===== config.mk =====
export PLATFORM = sky130hd
export DESIGN_NAME = bus_arbiter
export DESIGN_NICKNAME = d
export VERILOG_FILES = /design/src/rtl/bus_arbiter.sv
export SDC_FILE = /design/constraint.sdc
export NUM_CORES = 1
export LEC_CHECK = 0
export CAP_MARGIN = 20
export CORE_AREA = 2 2 63 65
export CTS_BUF_LIST = sky130_fd_sc_hd__clkbuf_4 sky130_fd_sc_hd__clkbuf_8
export DETAILED_ROUTE_END_ITERATION = 7
export DIE_AREA = 0 0 65 67
export DONT_BUFFER_PORTS = 1
export PLACE_DENSITY = 0.59
export SLEW_MARGIN = 0
export SYNTH_ARGS = -nofsm -noshare
export SYNTH_HDL_FRONTEND = slang
export SYNTH_SLANG_ARGS = --single-unit

===== constraint.sdc =====
create_clock -name clk -period 1.9 [get_ports clk]
set_input_delay 0.475 -clock clk [delete_from_list [all_inputs] [get_ports clk]]
set_output_delay 0.475 -clock clk [all_outputs]
set_load 0.01 [all_outputs]

===== src/rtl/bus_arbiter.sv =====
// Round-robin bus arbiter: grants one master at a time to its target slave,
// with a one-cycle turnaround after every grant and a per-grant BUSY timeout.
module bus_arbiter #(
  parameter int unsigned NO_MASTERS = 2,
  parameter int unsigned NO_SLAVES  = 3,
  parameter int unsigned S_ID_WIDTH = $clog2(NO_SLAVES + 1),
  parameter int unsigned M_ID_WIDTH = $clog2(NO_MASTERS),
  parameter int unsigned TIMEOUT    = 255
) (
  input  logic                             clk,
  input  logic                             rstN,
  input  logic [NO_MASTERS-1:0]            req,
  input  logic [NO_MASTERS*S_ID_WIDTH-1:0] slave_id,
  input  logic [NO_MASTERS-1:0]            done,
  output logic [NO_MASTERS-1:0]            grant,
  output logic [M_ID_WIDTH-1:0]            master_sel,
  output logic [S_ID_WIDTH-1:0]            slave_sel,
  output logic                             bus_busy,
  output logic                             timeout_err
);

  localparam int unsigned CNT_W = 16;
  localparam logic [CNT_W-1:0] CNT_LAST = CNT_W'(TIMEOUT - 1);
  localparam logic [CNT_W-1:0] CNT_SAT  = CNT_W'(TIMEOUT);
  localparam logic [M_ID_WIDTH-1:0] TOP_MASTER = M_ID_WIDTH'(NO_MASTERS - 1);

  typedef enum logic [1:0] {
    IDLE    = 2'd0,
    BUSY    = 2'd1,
    RELEASE = 2'd2
  } state_t;

  state_t                  state;
  logic [M_ID_WIDTH-1:0]   last_granted;
  logic [CNT_W-1:0]        busy_cnt;

  logic [S_ID_WIDTH-1:0]   sid [NO_MASTERS];
  logic [NO_MASTERS-1:0]   valid;
  logic                    win_found;
  logic [M_ID_WIDTH-1:0]   win_idx;
  logic [M_ID_WIDTH-1:0]   scan;

  // A request counts only when it targets an existing slave.
  for (genvar m = 0; m < NO_MASTERS; m++) begin : g_valid
    assign sid[m]   = slave_id[m*S_ID_WIDTH +: S_ID_WIDTH];
    assign valid[m] = req[m] && (sid[m] != '0) && (32'(sid[m]) <= NO_SLAVES);
  end

  // Round-robin search starting just after the last granted master.
  always_comb begin
    win_found = 1'b0;
    win_idx   = last_granted;
    scan      = last_granted;
    for (int unsigned i = 0; i < NO_MASTERS; i++) begin
      scan = (scan == TOP_MASTER) ? '0 : scan + 1'b1;
      if (!win_found && valid[scan]) begin
        win_found = 1'b1;
        win_idx   = scan;
      end
    end
  end

  always_ff @(posedge clk) begin
    if (!rstN) begin
      state        <= IDLE;
      last_granted <= TOP_MASTER;
      busy_cnt     <= '0;
      grant        <= '0;
      master_sel   <= '0;
      slave_sel    <= '0;
      bus_busy     <= 1'b0;
      timeout_err  <= 1'b0;
    end else begin
      timeout_err <= 1'b0;
      case (state)
        IDLE: begin
          if (win_found) begin
            state        <= BUSY;
            last_granted <= win_idx;
            busy_cnt     <= '0;
            grant        <= NO_MASTERS'(1) << win_idx;
            master_sel   <= win_idx;
            slave_sel    <= sid[win_idx];
            bus_busy     <= 1'b1;
          end
        end
        BUSY: begin
          busy_cnt <= (busy_cnt == CNT_SAT) ? busy_cnt : busy_cnt + 1'b1;
          // Completion by the owner takes priority over a coincident timeout.
          if (done[master_sel] || !req[master_sel]) begin
            state     <= RELEASE;
            grant     <= '0;
            slave_sel <= '0;
          end else if (busy_cnt >= CNT_LAST) begin
            state       <= RELEASE;
            grant       <= '0;
            slave_sel   <= '0;
            timeout_err <= 1'b1;
          end
        end
        RELEASE: begin
          state    <= IDLE;
          bus_busy <= 1'b0;
        end
        default: begin
          state     <= IDLE;
          grant     <= '0;
          slave_sel <= '0;
          bus_busy  <= 1'b0;
        end
      endcase
    end
  end

endmodule


# Yosys cells after proc, flatten, opt, wreduce, memory -nomap -nowiden

Index checks and enable logic that the tools add are counted.

Flip-flop bits (word level): 26
Logic and storage cells: 76
Output and inout port bits: 7
Input port bits: 10

Equal/unequal tests: 6
Reduce and logical (&&, ||, !) cells: 16
Bitwise gates (word level): 4
Order comparisons: 5
Shift operators: 1
Muxes and demuxes: 33
$add $sub $neg: 3

Operators by type and width:

| operator              | number |
|---|---|
| $mux 16               | 2 |
| $pmux 16 s2           | 1 |
| $mux 2                | 10 |
| $add 16x1->16 const B | 1 |
| $eq 16x8->1 const B   | 1 |
| $ge 16x8->1 const B   | 1 |
| $mux 1                | 16 |
| $pmux 2 s3            | 2 |
| $lt 1x2->1 const B    | 3 |
| $reduce_and 2->1      | 3 |
| $reduce_and 3->1      | 2 |
| $reduce_bool 2->1     | 3 |
| $ne 2x2->1 const B    | 2 |
| $pmux 2 s2            | 1 |
| $logic_and 1x1->1     | 3 |
| $ne 3x3->1 const B    | 1 |
| $not 1->1             | 3 |
| $reduce_or 3->1       | 1 |
| $add 1x1->1 const B   | 2 |
| $eq 2x1->1 const B    | 1 |
| $eq 2x2->1 const B    | 1 |
| $ge 2x2->1 const B    | 1 |
| $logic_not 1->1       | 2 |
| $logic_not 2->1       | 1 |
| other kinds (4)       | 4 |

# Logic depth before layout (Yosys ltp)

Depth after elaboration: 14
Gate-level depth with buffers: 6
Gate-level depth less buffers: 6

# Worst setup path before layout

No wires, ideal clock.

Kind: reg-to-reg
Start: reg busy_cnt[12]
End: reg busy_cnt[6]
Period minus slack after synthesis: 1.749 ns
Library setup time: 0.132 ns
Buffers on the path: 0
Data required time: 1.768 ns
Setup slack: 0.151 ns
Cell stages (with the launch flop): 5
Arrival: 1.617 ns
Cell sequence: dfxtp_1 -> or4_4 -> o41ai_4 -> or4_2 -> a21oi_1

Cells in the longest elaborated chain, start to end: 3

Ends and longest elaborated chain:

| what                       | RTL line | source |
|---|---|---|
| from (decl)                | 35       | `logic [CNT_W-1:0] busy_cnt;` |
| from (signal assigned)     | 88       | `busy_cnt <= (busy_cnt == CNT_SAT) ? busy_cnt : busy_cnt + 1'b1;` |
| $eq 16x8->1                | 88       |  |
| $ne 2x2->1 (no line)       | -        |  |
| $reduce_and 3->1 (no line) | -        |  |

Every way passes these cells.
A chain may end at the register's enable or synchronous reset.

# Final worst setup path

Start: reg busy_cnt[12]
End: reg busy_cnt[1]

Same word-level chain as after synthesis.

==> impl_metrics.py <==
metrics = {
    "run_status": {
        "status": "complete, no violations",
    },
    "timing": {
        "worst_pin_slew_ps": 553,
        "slew_headroom": 0.629,
        "hold_violations": 0,
        "skew_ps": 6.81,
        "tns_ps": 0,
        "layout_min_cycle_time_ps": 1790,
        "max_freq_mhz": 558,
        "post-route-period-util": 0.944,
        "fin_worst_hold_slack_ps": 300,
        "rsz0062_at_grt": "no",
        "slew_viol_final": 0,
        "final.setup.worst_slack_ps": 107,
        "finalSetupViolCount": 0,
    },
    "finish": {
        "regArea_um2": 520,
        "nets": 188,
        "fill_cells": 361,
        "drive_gt1_frac": 0.149,
        "antenna_cells": 0,
        "multi_input_area_um2": 841,
        "stdcell_area_um2": 1580,
        "syn_to_final_growth_pct": 12.2,
    },
    "global_routing": {
        "track_usage": 0.153,
        "antenna_found_initial": 0,
        "grt_max_degree": 14,
        "grt_overflow": 0,
        "grt_pass1_wl_um": 5310,
        "grt_pass1_vias": 1161,
    },
    "worst_setup_path": {
        "r2r_start": "busy_cnt[12]",
        "r2r-end": "busy_cnt[1]",
        "path_class": "reg -> reg",
        "start_kind": "flip-flop",
        "worst-r2r-cell-count": 5,
        "endpoint_kind": "flip-flop",
        "cp.arrival_ps": 1970,
        "cp_max_fo": 10,
        "crit_required_ps": 2070,
        "r2r_slack_ps": 110,
    },
    "routing": {
        "dr.pass1.iters": 4,
        "ant_nets": 0,
        "vias": 1281,
        "routedWlPerCell_um": 14.0,
        "drt_iter0_markers": 37,
        "drc": 0,
        "vias_per_cell": 5.77,
        "routed_wl_um": 3120,
    },
    "pwr": {
        "p_sw_mw": 0.257,
        "leakage_nw": 0.517,
        "power.density_nw_per_um2": 645,
        "p_total_mw": 1.02,
        "p_int_mw": 0.764,
        "vdd_drop_max_v": 0.000391,
        "seqPwrFrac": 0.580,
        "switching_share": 0.252,
        "clkPwrFrac": 0.298,
        "power_frac_comb": 0.122,
    },
    "synthesis": {
        "synth_flop_cell": "dfxtp_1",
        "synth_edf_count": 0,
        "ys_ff_latch": 26,
        "syn_inst": 163,
        "yosysWarnings": 0,
        "ys_types": 52,
        "yosysSeqAreaShare": 0.369,
        "async_flop_share": 0,
        "syn_area_per_cell_um2": 8.65,
        "syn_area_um2": 1410,
        "synth_nets": 175,
    },
    "clocking": {
        "path_clk_slew_ps": 90,
        "tritoncts": "yes",
        "hold_buffers": 0,
        "cts_buffers": 3,
        "root_buffer": "clkbuf_8",
        "clk_latency_ps": 270,
        "cts_sinks": 26,
        "cts_buffer_depth": 2,
        "h-tree-depth": 1,
    },
    "placed_design": {
        "port_buffers": 0,
        "gp_congestion": 0.856,
        "place_ws_ps": 121,
        "post_dp_cell_area_um2": 1530,
        "dp_hpwl_um": 2380,
    },
    "worst_hold_path": {
        "min_to": "last_granted",
        "holdCritPathClass": "in -> reg",
        "hold_path_depth": 1,
        "worstHoldStart": "rstN",
    },
    "floorplanning": {
        "dieArea_um2": 4360,
        "die_width_um": 65,
        "core_um2": 3610,
        "start_util": 0.391,
        "die_h_um": 67,
        "io_pins": 17,
        "rows": 22,
    },
    "flow_run": {
        "maxCapViolCount": 0,
    },
}
[state kept, by name, indices dropped and copies added, names as in the netlist]
register      cells
bus_busy          1
busy_cnt         16
grant             2
last_granted      1
master_sel        1
slave_sel         2
state             2
timeout_err       1
[Yosys cell counts (3+ instances only)]
master,n,share of area
nand2b_1,3,0.013
dfxtp_1,26,0.37
o2bb2ai_1,4,0.025
nor2_1,10,0.027
o211ai_1,3,0.016
o21ai_1,3,0.011
nand4_1,4,0.018
nand2_1,7,0.019
inv_1,8,0.021
or3_1,7,0.031
xnor2_1,3,0.019
o21ai_0,10,0.035
o31ai_1,4,0.021
nor4_1,4,0.018
nand3_1,4,0.014
a31oi_1,3,0.013
a21oi_1,15,0.053
[critical path: stages (launching register included)]
cell and delay (ps):
dfxtp_1 350, or4_4 580, o41ai_4 340, buf_4 200
nor2_1 50, o21a_1 170
[routing by layer]
layer,track usage,share of wire,vias up
met5,0,0,-
met4,0.0399,0.010,0
met3,0.0220,0.028,5
met2,0.250,0.47,15
met1,0.211,0.50,604
li1,-,-,657
[cell type report]
class,count,share of cell area
Sequential cell,26,0.329
Timing Repair Buffer,12,0.0569
Tap cell,48,0.0379
Multi-Input combinational cell,125,0.531
Clock buffer,3,0.0261
Inverter,8,0.0190
[what timing repair did]
action                     in CTS  in global routing
gates resized for setup         0                  1
buffers inserted                0                  1
setup endpoints to repair       0                  1
[power groups by stage]
| stage | registers (mW) | clock network [mW] | logic, mW |
|---|---|---|---|
| 2_1_floorplan | 0.597 | 0 | 0.0942 |
| 3_3_place_gp | 0.605 | 0 | 0.122 |
| 3_5_place_dp | 0.606 | 0 | 0.124 |
| 4_1_cts | 0.593 | 0.310 | 0.125 |
| 5_1_grt | 0.596 | 0.332 | 0.141 |
| 6_report | 0.593 | 0.304 | 0.125 |
[worst max-delay path by stage]
stage,endpoint,slack [ps],start
after detailed placement,busy_cnt[1],120,busy_cnt[12]
after global placement,busy_cnt[2],130,slave_id[2]
after floorplan,busy_cnt[6],150,busy_cnt[12]
final,busy_cnt[1],110,busy_cnt[12]
after CTS,busy_cnt[2],110,busy_cnt[12]
after global routing,busy_cnt[1],10,busy_cnt[12]
[layout by cell type, fill, tap and decap left out, types with 3 or more instances in the layout]
cell and n:
a21oi_1 15, nand2b_1 3, o21ai_0 10, a31oi_1 3, nor2_1 10, o211ai_1 3, nor4_1 3, nand2_1 7
or3_1 7, dfxtp_1 26, buf_4 12, clkbuf_8 3, o21ai_1 3, xnor2_1 3, o31ai_1 4, inv_1 8
nand3_1 4, nand4_1 4, o2bb2ai_1 4
[metrics by stage]
step	std cells	utilization
finish	222	0.439
global route	222	0.439
CTS	221	0.435
detailed placement	218	0.424
global placement	218	0.424
floorplan	163	-
[cell families (layout without fill, tap and decap cells)]
logic type               count (synthesis)  count (layout)  synth area share
flip-flops                              26              26             0.369
buffers and inverters                   12              23            0.0390
XOR/XNOR                                 3               3            0.0186
AO/OA/AOI/OAI                           58              58             0.283
AND/OR/NAND/NOR                         62              62             0.272
adder cells (fa/ha/maj)                  2               2            0.0177
(Power assumes the default switching activity.)
